<file path="config.mk">
export PLATFORM = sky130hd
export DESIGN_NAME = led_matrix_scanner_flat
export DESIGN_NICKNAME = d
export VERILOG_FILES = /design/src/rtl/led_matrix_scanner_if.sv /design/src/rtl/led_matrix_scanner.sv /design/src/flat_wrapper.sv
export SDC_FILE = /design/constraint.sdc
export NUM_CORES = 1
export LEC_CHECK = 0
export ABC_CLOCK_PERIOD_IN_PS = 6100
export BUFFER_PORTS_ARGS = -buffer_cell sky130_fd_sc_hd__buf_2
export CAP_MARGIN = 10
export CORE_MARGIN = 2
export CORE_UTILIZATION = 28
export CTS_BUF_LIST = sky130_fd_sc_hd__clkbuf_4 sky130_fd_sc_hd__clkbuf_8 sky130_fd_sc_hd__clkbuf_16
export DETAILED_ROUTE_END_ITERATION = 12
export PLACE_DENSITY = 0.45
export SLEW_MARGIN = 25
export SYNTH_ARGS = -nofsm -noshare
export SYNTH_HDL_FRONTEND = slang
export SYNTH_SLANG_ARGS = --single-unit
</file>
<file path="constraint.sdc">
create_clock -name clk -period 6.1 [get_ports clk]
set_input_delay 0.305 -clock clk [delete_from_list [all_inputs] [get_ports clk]]
set_output_delay 0.305 -clock clk [all_outputs]
set_load 0.03 [all_outputs]
</file>
<file path="src/rtl/led_matrix_scanner_if.sv">
// Pin bundle between a pattern generator (master) and the LED matrix scanner (slave).
// Carries the back-buffer write port, the commit handshake and the row/column drive.
interface led_matrix_scanner_if;
  logic       en;
  logic       wr_en;
  logic [2:0] wr_row;
  logic [6:0] wr_data;
  logic       commit;
  logic       swap_pending;
  logic       frame_tick;
  logic [4:0] row;
  logic [6:0] column;

  modport master (
    output en, wr_en, wr_row, wr_data, commit,
    input  swap_pending, frame_tick, row, column
  );

  modport slave (
    input  en, wr_en, wr_row, wr_data, commit,
    output swap_pending, frame_tick, row, column
  );
endinterface

</file>
<file path="src/rtl/led_matrix_scanner.sv">
// Row-at-a-time scanner for a 5x7 LED dot matrix with a double-buffered frame.
// Each row is preceded by an all-off blanking gap; the front buffer only changes at frame edges.
module led_matrix_scanner #(
  parameter int DWELL_CYCLES = 10000,
  parameter int BLANK_CYCLES = 100
) (
  input  logic                 clk,
  input  logic                 rst_n,
  led_matrix_scanner_if.slave  bus
);
  localparam int MAX_CYCLES = (DWELL_CYCLES > BLANK_CYCLES) ? DWELL_CYCLES : BLANK_CYCLES;
  localparam int CW = $clog2(MAX_CYCLES + 1);
  localparam logic [CW-1:0] DWELL_LAST = CW'(DWELL_CYCLES - 1);
  localparam logic [CW-1:0] BLANK_LAST = CW'(BLANK_CYCLES - 1);
  localparam logic [2:0]    LAST_ROW   = 3'd4;

  typedef enum logic [1:0] {IDLE, BLANK, DRIVE} state_t;

  state_t        state_q, state_d;
  logic [2:0]    r_q, r_d;
  logic [CW-1:0] cnt_q, cnt_d;
  logic          frame_edge;
  logic          do_swap;

  logic [6:0] back_q  [5];
  logic [6:0] back_d  [5];
  logic [6:0] front_q [5];
  logic [6:0] front_d [5];

  logic       swap_pending_q, swap_pending_d;
  logic       frame_tick_q, frame_tick_d;
  logic [4:0] row_q, row_d;
  logic [6:0] column_q, column_d;

  // State and datapath registers
  always_ff @(posedge clk) begin
    if (!rst_n) begin
      state_q        <= IDLE;
      r_q            <= '0;
      cnt_q          <= '0;
      swap_pending_q <= 1'b0;
      frame_tick_q   <= 1'b0;
      row_q          <= '0;
      column_q       <= '0;
      for (int i = 0; i < 5; i++) begin
        back_q[i]  <= '0;
        front_q[i] <= '0;
      end
    end else begin
      state_q        <= state_d;
      r_q            <= r_d;
      cnt_q          <= cnt_d;
      swap_pending_q <= swap_pending_d;
      frame_tick_q   <= frame_tick_d;
      row_q          <= row_d;
      column_q       <= column_d;
      for (int i = 0; i < 5; i++) begin
        back_q[i]  <= back_d[i];
        front_q[i] <= front_d[i];
      end
    end
  end

  // Next-state logic; frame_edge marks every transition into row 0 BLANK
  always_comb begin
    state_d    = state_q;
    r_d        = r_q;
    cnt_d      = cnt_q;
    frame_edge = 1'b0;
    if (!bus.en) begin
      state_d = IDLE;
      r_d     = '0;
      cnt_d   = '0;
    end else begin
      unique case (state_q)
        IDLE: begin
          state_d    = BLANK;
          r_d        = '0;
          cnt_d      = '0;
          frame_edge = 1'b1;
        end
        BLANK: begin
          if (cnt_q == BLANK_LAST) begin
            state_d = DRIVE;
            cnt_d   = '0;
          end else begin
            cnt_d = cnt_q + 1'b1;
          end
        end
        DRIVE: begin
          if (cnt_q == DWELL_LAST) begin
            state_d = BLANK;
            cnt_d   = '0;
            if (r_q == LAST_ROW) begin
              r_d        = '0;
              frame_edge = 1'b1;
            end else begin
              r_d = r_q + 1'b1;
            end
          end else begin
            cnt_d = cnt_q + 1'b1;
          end
        end
        default: begin
          state_d = IDLE;
          r_d     = '0;
          cnt_d   = '0;
        end
      endcase
    end
  end

  // Outputs are computed from the next state so the registered pins line up with state_q
  always_comb begin
    do_swap        = frame_edge && (swap_pending_q || bus.commit);
    swap_pending_d = swap_pending_q;
    if (do_swap) begin
      swap_pending_d = 1'b0;
    end else if (bus.commit) begin
      swap_pending_d = 1'b1;
    end
    // The copy reads back_q, so a write landing on the same edge misses this frame
    for (int i = 0; i < 5; i++) begin
      back_d[i]  = back_q[i];
      front_d[i] = do_swap ? back_q[i] : front_q[i];
      if (bus.wr_en && (bus.wr_row == i[2:0])) begin
        back_d[i] = bus.wr_data;
      end
    end
    frame_tick_d = frame_edge;
    row_d        = '0;
    column_d     = '0;
    if (state_d == DRIVE) begin
      row_d    = 5'b00001 << r_d;
      column_d = front_q[r_d];
    end
  end

  assign bus.swap_pending = swap_pending_q;
  assign bus.frame_tick   = frame_tick_q;
  assign bus.row          = row_q;
  assign bus.column       = column_q;
endmodule

</file>
<file path="src/flat_wrapper.sv">
// flat-port wrapper written by rule: the top's interface ports become plain ports
module led_matrix_scanner_flat 
#(
  parameter int DWELL_CYCLES = 10000,
  parameter int BLANK_CYCLES = 100
)
  (clk, rst_n, bus_en, bus_wr_en, bus_wr_row, bus_wr_data, bus_commit, bus_swap_pending, bus_frame_tick, bus_row, bus_column);
  led_matrix_scanner_if bus_i ();
  input  logic clk;
  input  logic rst_n;
  input wire logic [$bits(bus_i.en)-1:0] bus_en;
  input wire logic [$bits(bus_i.wr_en)-1:0] bus_wr_en;
  input wire logic [$bits(bus_i.wr_row)-1:0] bus_wr_row;
  input wire logic [$bits(bus_i.wr_data)-1:0] bus_wr_data;
  input wire logic [$bits(bus_i.commit)-1:0] bus_commit;
  output wire logic [$bits(bus_i.swap_pending)-1:0] bus_swap_pending;
  output wire logic [$bits(bus_i.frame_tick)-1:0] bus_frame_tick;
  output wire logic [$bits(bus_i.row)-1:0] bus_row;
  output wire logic [$bits(bus_i.column)-1:0] bus_column;
  assign bus_i.en = bus_en;
  assign bus_i.wr_en = bus_wr_en;
  assign bus_i.wr_row = bus_wr_row;
  assign bus_i.wr_data = bus_wr_data;
  assign bus_i.commit = bus_commit;
  assign bus_swap_pending = bus_i.swap_pending;
  assign bus_frame_tick = bus_i.frame_tick;
  assign bus_row = bus_i.row;
  assign bus_column = bus_i.column;
  led_matrix_scanner #(.DWELL_CYCLES(DWELL_CYCLES), .BLANK_CYCLES(BLANK_CYCLES)) u_core (.clk(clk), .rst_n(rst_n), .bus(bus_i));
endmodule
</file>
# Word-level counts from Yosys, hierarchy flattened
# Memories as Yosys holds them, arrays and structs flattened. A register that Yosys moved wholly into a read port is not among the register bits.
# Cells that the tools add are included.
# word_totals
ff_bits	26
latch_bits	0
mem_bits_rw	70
rom_bits	0
input_bits	15
output_inout_bits	14
word_cells	84
n_memories	2
# memory_table
name	depth	width	read_ports	rd_ports_with_merged_regs	wr	line_no	rtl
u_core.back_q	5	7	5	0	5	led_matrix_scanner.sv:25	logic [6:0] back_q [5];
u_core.front_q	5	7	1	1	5	led_matrix_scanner.sv:27	logic [6:0] front_q [5];
# classes
n_addsub	2
mul	0
n_div	0
magnitude_cmp	0
eq_ne	11
n_shift	1
n_mux	37
bitwise_logic	11
n_reduce_logical	14
# op_table
operator	count
$mux W7	20
$mux W14	2
$pmux W14 S2	1
$add A14 B1 Y14 const B	1
$eq A14 B14 Y1 const B	1
$eq A14 B7 Y1 const B	1
$or A1 B1 Y1	10
$mux W3	3
$eq A3 B2 Y1 const B	2
$eq A3 B3 Y1 const B	2
$logic_and A1 B1 Y1	6
$mux W2	3
$pmux W2 S3	1
$pmux W3 S2	1
$reduce_and A2 Y1	3
$mux W1	5
$shl A1 B3 Y5 const A	1
$eq A2 B2 Y1 const B	2
$add A3 B1 Y3 const B	1
$eq A3 B1 Y1 const B	1
$logic_not A3 Y1	1
$eq A2 B1 Y1 const B	1
$logic_not A2 Y1	1
$pmux W1 S2	1
5 further kinds	5

# Logic depth before layout (Yosys ltp)
# Gate-level depths: netlist of run 1.
# depth
depth_word	9
ltp_mapped	8
ltp_nobuf	8

# Least setup slack after synthesis of run 1
# No wires, ideal clock.
# synth_path
path_type	register to register
start	register u_core.cnt_q[4]
end	memory u_core.front_q[0][0], enable pin
setup_time_ps	476
t_arrival_ps	4088
required_ps	5624
setup_slack_ps	1536
path_stages_with_launch	6
n_path_buf	0
period_less_slack_ps	4564
cell_sequence	dfxtp_1 > or4_4 > nor4_2 > a41o_1 > nand2_1 > o21ai_0
# synth_rtl
element	line_no	rtl
start: declaration	led_matrix_scanner.sv:21	logic [CW-1:0] cnt_q, cnt_d;
start signal: assignment	led_matrix_scanner.sv:52	cnt_q <= cnt_d;
end: declaration	led_matrix_scanner.sv:27	

# Worst setup path in the final report of run 1
# layout_path
start	register u_core.cnt_q[4]
end	register u_core.column_q[4] (netlist: u_core.bus.column[4]) (read register of u_core.front_q)
# layout_between
elab_chain_cells	7
elab_cells_between_ends	12
classes_between	eq/ne (3); mux (7); reduce/logical (2)
# layout_rtl
element	line_no	rtl
$eq A14 B14 Y1 or $eq A14 B7 Y1 (tied branches)	led_matrix_scanner.sv:91, led_matrix_scanner.sv:83	
$mux W2, on equally long branches	led_matrix_scanner.sv:91, led_matrix_scanner.sv:83	
$pmux W2 S3	led_matrix_scanner.sv:75	unique case (state_q)
$mux W2	led_matrix_scanner.sv:70	if (!bus.en) begin
$eq A2 B2 Y1	led_matrix_scanner.sv:133	if (state_d == DRIVE) begin
$reduce_and A2 Y1 (no line)	--	
$logic_not A1 Y1 (no line)	--	
end: declaration	led_matrix_scanner.sv:33	logic [6:0] column_q, column_d;
# Several ways; a longest one is shown, not always the timed one.
# A chain may end at the register's enable or synchronous reset.

==> results of run 1 <==
-- final cells by class --
type	count	area, sq um
Multi-Input combinational cell	264	1820
Clock inverter	7	120
Tap cell	188	235
Inverter	8	30.0
Clock buffer	9	225
Fill cell	1561	10200
Sequential cell	103	2410
Timing Repair Buffer	33	178
-- power groups by stage --
stage,combinational (uW),sequential [uW],clock [uW]
final,55.5,735,664
after global routing,62.4,736,711
after CTS,56.9,735,686
after detailed placement,56.9,750,0
after global placement,56.3,750,0
after floorplan,32.5,751,0
-- registers in the layout, summed over array words and instances, names as in the netlist --
| signal | cells |
|---|---|
| u_core.back_q | 35 |
| u_core.bus.column | 7 |
| u_core.bus.frame_tick | 1 |
| u_core.bus.row | 5 |
| u_core.bus.swap_pending | 1 |
| u_core.cnt_q | 14 |
| u_core.front_q | 35 |
| u_core.r_q | 3 |
| u_core.state_q | 2 |
-- routing by layer --
metal  share of wire  vias up
li1                -     1416
met1            0.47     1334
met2            0.47       39
met3           0.043       12
met4           0.018        0
met5               0        -
-- cell usage in the layout, fill, tap and decap left out, types with 3 or more instances in the layout --
cell and n:
buf_2 28, o21ai_0 3, inv_1 7, xor2_1 5, a2111oi_0 7, buf_4 5
nor2_1 62, clkbuf_16 9, nand3_1 9, mux2i_1 35, dfxtp_1 68, nor2b_1 3
a21oi_1 9, a2111oi_2 5, nor4_2 4, and2_1 44, ha_1 7, xnor2_1 7
nand2_1 31, and3_1 3, bufinv_16 3, edfxtp_1 35
-- critical path: cells and delay by family, from the launching register on --
family | cells | cell delay, ps
compound gates | 3 | 1000
flops | 1 | 360
simple gates | 3 | 1460
-- worst paths after layout --
kind / from / to
max reg2reg: u_core.cnt_q[4] / u_core.bus.column[4]
min: bus_wr_data[1] / u_core.back_q[0][1]
min reg2reg: u_core.cnt_q[0] / u_core.cnt_q[0]
max: u_core.cnt_q[4] / u_core.bus.column[4]
-- kinds of logic (layout without fill, tap and decap cells) --
family,Yosys count,after routing,share of synthesized area
buffers and inverters,24,57,0.0262
AOI/OAI and AO/OA,40,40,0.0891
adders and majority gates,7,7,0.0202
and+or+nand+nor,170,170,0.204
muxes,35,35,0.0807
xor gates and xnor gates,12,12,0.0242
DFF,103,103,0.556
-- through the flow --
step	cells	utilization	hold WS, ps	setup slack [ps]
after floorplan	391	-	413	1540
after detailed placement	596	0.307	436	3070
final	612	0.331	236	3150
after CTS	612	0.330	219	3060
after global routing	612	0.331	233	2940
after global placement	596	0.307	430	3200
==> flow_metrics.py, run 1 <==
metrics = {
    "sta": {
        "finalSetupTns_ps": 0,
        "fmax_mhz": 339,
        "rsz0062_at_grt": "false",
        "fin_crit_sh": 0.484,
        "finalSetupViolCount": 0,
        "fin_skew_ps": 6.39,
        "maxSlewViolCount": 0,
        "tightest_slew_ps": 1020,
        "slew-limit-headroom": 0.316,
        "finalCriticalPeriod_ps": 2950,
        "hold_viol": 0,
    },
    "cts": {
        "htreeDepth": 3,
        "clockRootBuffer": "clkbuf_16",
        "cts_setup_buffers": 0,
        "cts_tree": "done",
        "clk_pin_slew_ps": 70,
        "numCtsBuffers": 9,
        "postCtsResizedCells": 0,
        "worstSkewPairLatency_ps": 350,
        "clockBufferDepth": 2,
        "cts.sinks": 103,
        "holdBufCountCts": 0,
    },
    "job": {
        "maxCapViolations": 0,
    },
    "pwr": {
        "finalPower_uw": 1450,
        "ir_drop_mv": 0.135,
        "power.density_cell_area_mw_per_mm2": 289,
        "seq_power_share": 0.505,
        "leakage_uw": 0.00186,
        "power.share.clock": 0.457,
        "net-switching-power_uw": 306,
        "p_comb_frac": 0.038,
        "p_sw_frac": 0.211,
        "intPower_uw": 1150,
    },
    "synthesis": {
        "seq_area_frac_synth": 0.556,
        "yosys-top-cells-area": "dfxtp_1, edfxtp_1, mux2i_1",
        "synth_fp_nets": 413,
        "syn-cell-area_sq_mm": 0.00434,
        "ys_types": 45,
        "async_flop_share": 0,
        "syn_inst": 391,
        "synth.avg_cell_area_sq_um": 11.1,
        "synth_edf_count": 35,
        "synth_top_area_cell": "dfxtp_1",
        "ys_ff_latch": 103,
        "synth.most_common_cell": "dfxtp_1",
        "yosysWarnings": 0,
        "synth_commonest_cells": "dfxtp_1, nor2_1, and2_1",
        "synth_top_area_share": 0.314,
        "postSynth.topFlopCell": "dfxtp_1",
    },
    "global_routing": {
        "grt_pass1_vias": 2929,
        "grt_overflow": 0,
        "grt_max_degree": 40,
        "use_met3": 0.0374,
        "met1_usage": 0.154,
        "grtUsageMet2": 0.202,
        "grt_pass1_wl_mm": 15.6,
        "grtUsageTotal": 0.124,
        "antenna_found_initial": 0,
        "gr-max-usage-layer": "met2",
    },
    "setup_path": {
        "r2r_cells": 6,
        "end_kind": "flip-flop",
        "crit_arrival_ps": 3180,
        "crit_path_cell_trace": "or4_4 -> nor4_2 -> a21oi_1 -> a211o_1 -> and2_2 -> a2111oi_1",
        "ff2ff_setup_slack_ps": 3150,
        "critPathMaxStageDelay_ps": 600,
        "critical_path_class": "reg2reg",
        "worstSetupStartpointType": "flip-flop",
        "crit_fanout": 10,
        "cp_slowest_cell": "or4_4",
        "cp.required_ps": 6330,
    },
    "drt": {
        "viasPerCell": 4.58,
        "via_count": 2801,
        "drtAntennaViolNets": 0,
        "wl_per_cell_um": 15.2,
        "drtIter0Drc": 146,
        "routed_wl_mm": 9.31,
        "remaining_drc_errors": 0,
        "drtPass1Iterations": 4,
    },
    "die": {
        "pin_count": 29,
        "dieArea_sq_mm": 0.0165,
        "die_h_um": 129,
        "rows": 45,
        "coreArea_sq_mm": 0.0152,
        "dieWidth_um": 129,
        "initial_utilization": 0.286,
    },
    "min_path": {
        "min_path_cells": 3,
        "min_path_type": "in2reg",
    },
    "cells_and_area": {
        "diodes": 0,
        "nets": 441,
        "drive_gt1_frac": 0.170,
        "area_growth_pct": 15.8,
        "postLayoutCellArea_sq_mm": 0.00502,
    },
    "place": {
        "place_area_sq_mm": 0.00467,
        "gp_congestion": 0.726,
        "io_buffer_count": 28,
        "dpl.hpwl_mm": 6.35,
    },
    "status": {
        "status": "complete, no violations",
    },
}
Note: power is estimated with default switching activity, not from simulation.
==> inputs of run 2 (changes only) <==
--- a/config.mk
+++ b/config.mk
@@ -5,7 +5,7 @@
 export SDC_FILE = /design/constraint.sdc
 export NUM_CORES = 1
 export LEC_CHECK = 0
-export ABC_CLOCK_PERIOD_IN_PS = 6100
+export ABC_CLOCK_PERIOD_IN_PS = 3000
 export BUFFER_PORTS_ARGS = -buffer_cell sky130_fd_sc_hd__buf_2
 export CAP_MARGIN = 10
 export CORE_MARGIN = 2
==> constraint.sdc (replaced) <==
create_clock -name clk -period 3 [get_ports clk]
set_input_delay 0.15 -clock clk [delete_from_list [all_inputs] [get_ports clk]]
set_output_delay 0.15 -clock clk [all_outputs]
set_load 0.03 [all_outputs]
==> flow_metrics.py, run 2 (same netlist as run 1, synthesis figures left out) <==
metrics = {
    "setup_path": {
        "crit_fanout": 12,
        "critPathMaxStageDelay_ps": 600,
        "cpMostUsedCell": "or4_4",
        "crit_arrival_ps": 3070,
        "cp.required_ps": 3240,
        "r2r_end": "u_core.bus.column[4]",
        "r2r_start": "u_core.cnt_q[4]",
        "worstSetupStartpointType": "flip-flop",
        "r2r_cells": 6,
        "ff2ff_setup_slack_ps": 170,
        "cp_slowest_cell": "or4_4",
        "critical_path_class": "reg2reg",
        "end_kind": "flip-flop",
        "crit_path_cell_trace": "or4_4 -> or4_4 -> or2_1 -> a221oi_4 -> o21ai_2 -> a2111oi_1",
    },
    "pwr": {
        "power.density_cell_area_mw_per_mm2": 544,
        "intPower_uw": 2110,
        "net-switching-power_uw": 629,
        "ir_drop_mv": 0.308,
        "p_sw_frac": 0.230,
        "seq_power_share": 0.546,
        "p_comb_frac": 0.043,
        "leakage_uw": 0.00187,
        "power.share.clock": 0.411,
    },
    "cts": {
        "cts.sinks": 103,
        "cts_tree": "done",
        "clockRootBuffer": "clkbuf_16",
        "worstSkewPairLatency_ps": 350,
        "htreeDepth": 3,
        "clk_pin_slew_ps": 70,
        "clockBufferDepth": 2,
        "numCtsBuffers": 9,
    },
    "sta": {
        "maxSlewViolCount": 0,
        "finalSetupViolCount": 0,
        "fin_crit_sh": 0.942,
        "finalSetupTns_ps": 0,
        "slew-limit-headroom": 0.295,
        "hold_viol": 0,
        "finalCriticalPeriod_ps": 2830,
        "rsz0062_at_grt": "false",
        "fin_skew_ps": 10.8,
        "tightest_slew_ps": 1050,
        "setup_slack_ps": 173,
        "fmax_mhz": 354,
        "holdWs_ps": 79.9,
    },
    "min_path": {
        "min_to": "u_core.back_q[0][3]",
        "min_path_type": "in2reg",
        "hold_start": "bus_wr_data[3]",
        "min_path_cells": 3,
    },
    "global_routing": {
        "antenna_found_initial": 0,
        "grt_max_degree": 40,
        "grt_pass1_wl_mm": 15.0,
        "grt_pass1_vias": 2855,
        "grtUsageTotal": 0.119,
        "grt_overflow": 0,
    },
    "die": {
        "rows": 45,
        "dieWidth_um": 129,
        "pin_count": 29,
        "coreArea_sq_mm": 0.0152,
        "die_h_um": 129,
        "initial_utilization": 0.286,
        "dieArea_sq_mm": 0.0165,
    },
    "cells_and_area": {
        "final_cells": 618,
        "reg.largest.list": "u_core.back_q x35, u_core.front_q x35, u_core.cnt_q x14",
        "nets": 447,
        "area_growth_pct": 15.9,
        "diodes": 0,
        "drive_gt1_frac": 0.181,
        "postLayoutCellArea_sq_mm": 0.00503,
        "mostFrequentLayoutCells": "dfxtp_1, nor2_1, and2_1",
        "layout_commonest_cell": "dfxtp_1",
    },
    "place": {
        "post-place-ws_ps": 165,
        "dp_cells": 602,
        "place_area_sq_mm": 0.00474,
        "io_buffer_count": 28,
        "gp_congestion": 0.752,
        "dpl.hpwl_mm": 6.50,
    },
    "drt": {
        "wl_per_cell_um": 14.9,
        "drtIter0Drc": 127,
        "drtPass1Iterations": 4,
        "drtAntennaViolNets": 0,
        "routed_wl_mm": 9.23,
        "via_count": 2826,
        "viasPerCell": 4.57,
        "remaining_drc_errors": 0,
    },
    "job": {
        "maxCapViolations": 0,
    },
    "status": {
        "status": "complete, no violations",
    },
}
## run 2: layout make-up
type	count	area, sq um
Tap cell	188	235
Sequential cell	103	2410
Fill cell	1560	10200
Clock buffer	10	233
Clock inverter	6	52.6
Multi-Input combinational cell	264	1830
Inverter	8	30.0
Timing Repair Buffer	39	235
## run 2: timing repair
item                       4_1_cts  5_1_grt
buffers inserted                 0        0
hold buffers                     0        0
setup endpoints to repair        0        5
gates resized for setup          0        1
## run 2: stage by stage
step	utilization	power, uW
floorplan	-	1590
global placement	0.312	1640
detailed placement	0.312	1650
CTS	0.330	2780
global route	0.331	2850
finish	0.331	2740
## run 2: how the worst max path moves through the flow
stage	from	to	slack, ps
final	u_core.cnt_q[4]	u_core.bus.column[4]	170
after global routing	u_core.cnt_q[4]	u_core.bus.column[2]	20
after CTS	u_core.cnt_q[4]	u_core.bus.column[4]	150
after detailed placement	u_core.cnt_q[4]	u_core.bus.column[4]	170
after global placement	u_core.cnt_q[4]	u_core.bus.column[4]	250
after floorplan	u_core.cnt_q[4]	u_core.front_q[0][0]	30
## run 2: metal layers
metal  GRT usage  up-vias  part of all wire
met5           0        -                 0
met4      0.0422        0             0.017
met3      0.0358       11             0.033
met2       0.191       32              0.47
met1       0.152     1350              0.48
li1            -     1433                 -
## run 2: worst max-delay path, delay by kind of cell, from the launching register on
kind / cells / cell delay [ps]
simple gates: 3 / 1430
compound gates: 3 / 920
flops: 1 / 360
## run 2: power by group through the flow
| stage | Sequential [uW] | Combinational (uW) | Clock (uW) |
|---|---|---|---|
| after global routing | 1500 | 129 | 1220 |
| after detailed placement | 1530 | 120 | 0 |
| after global placement | 1530 | 118 | 0 |
| final | 1490 | 117 | 1130 |
| after CTS | 1490 | 120 | 1170 |
| after floorplan | 1520 | 67.0 | 0 |
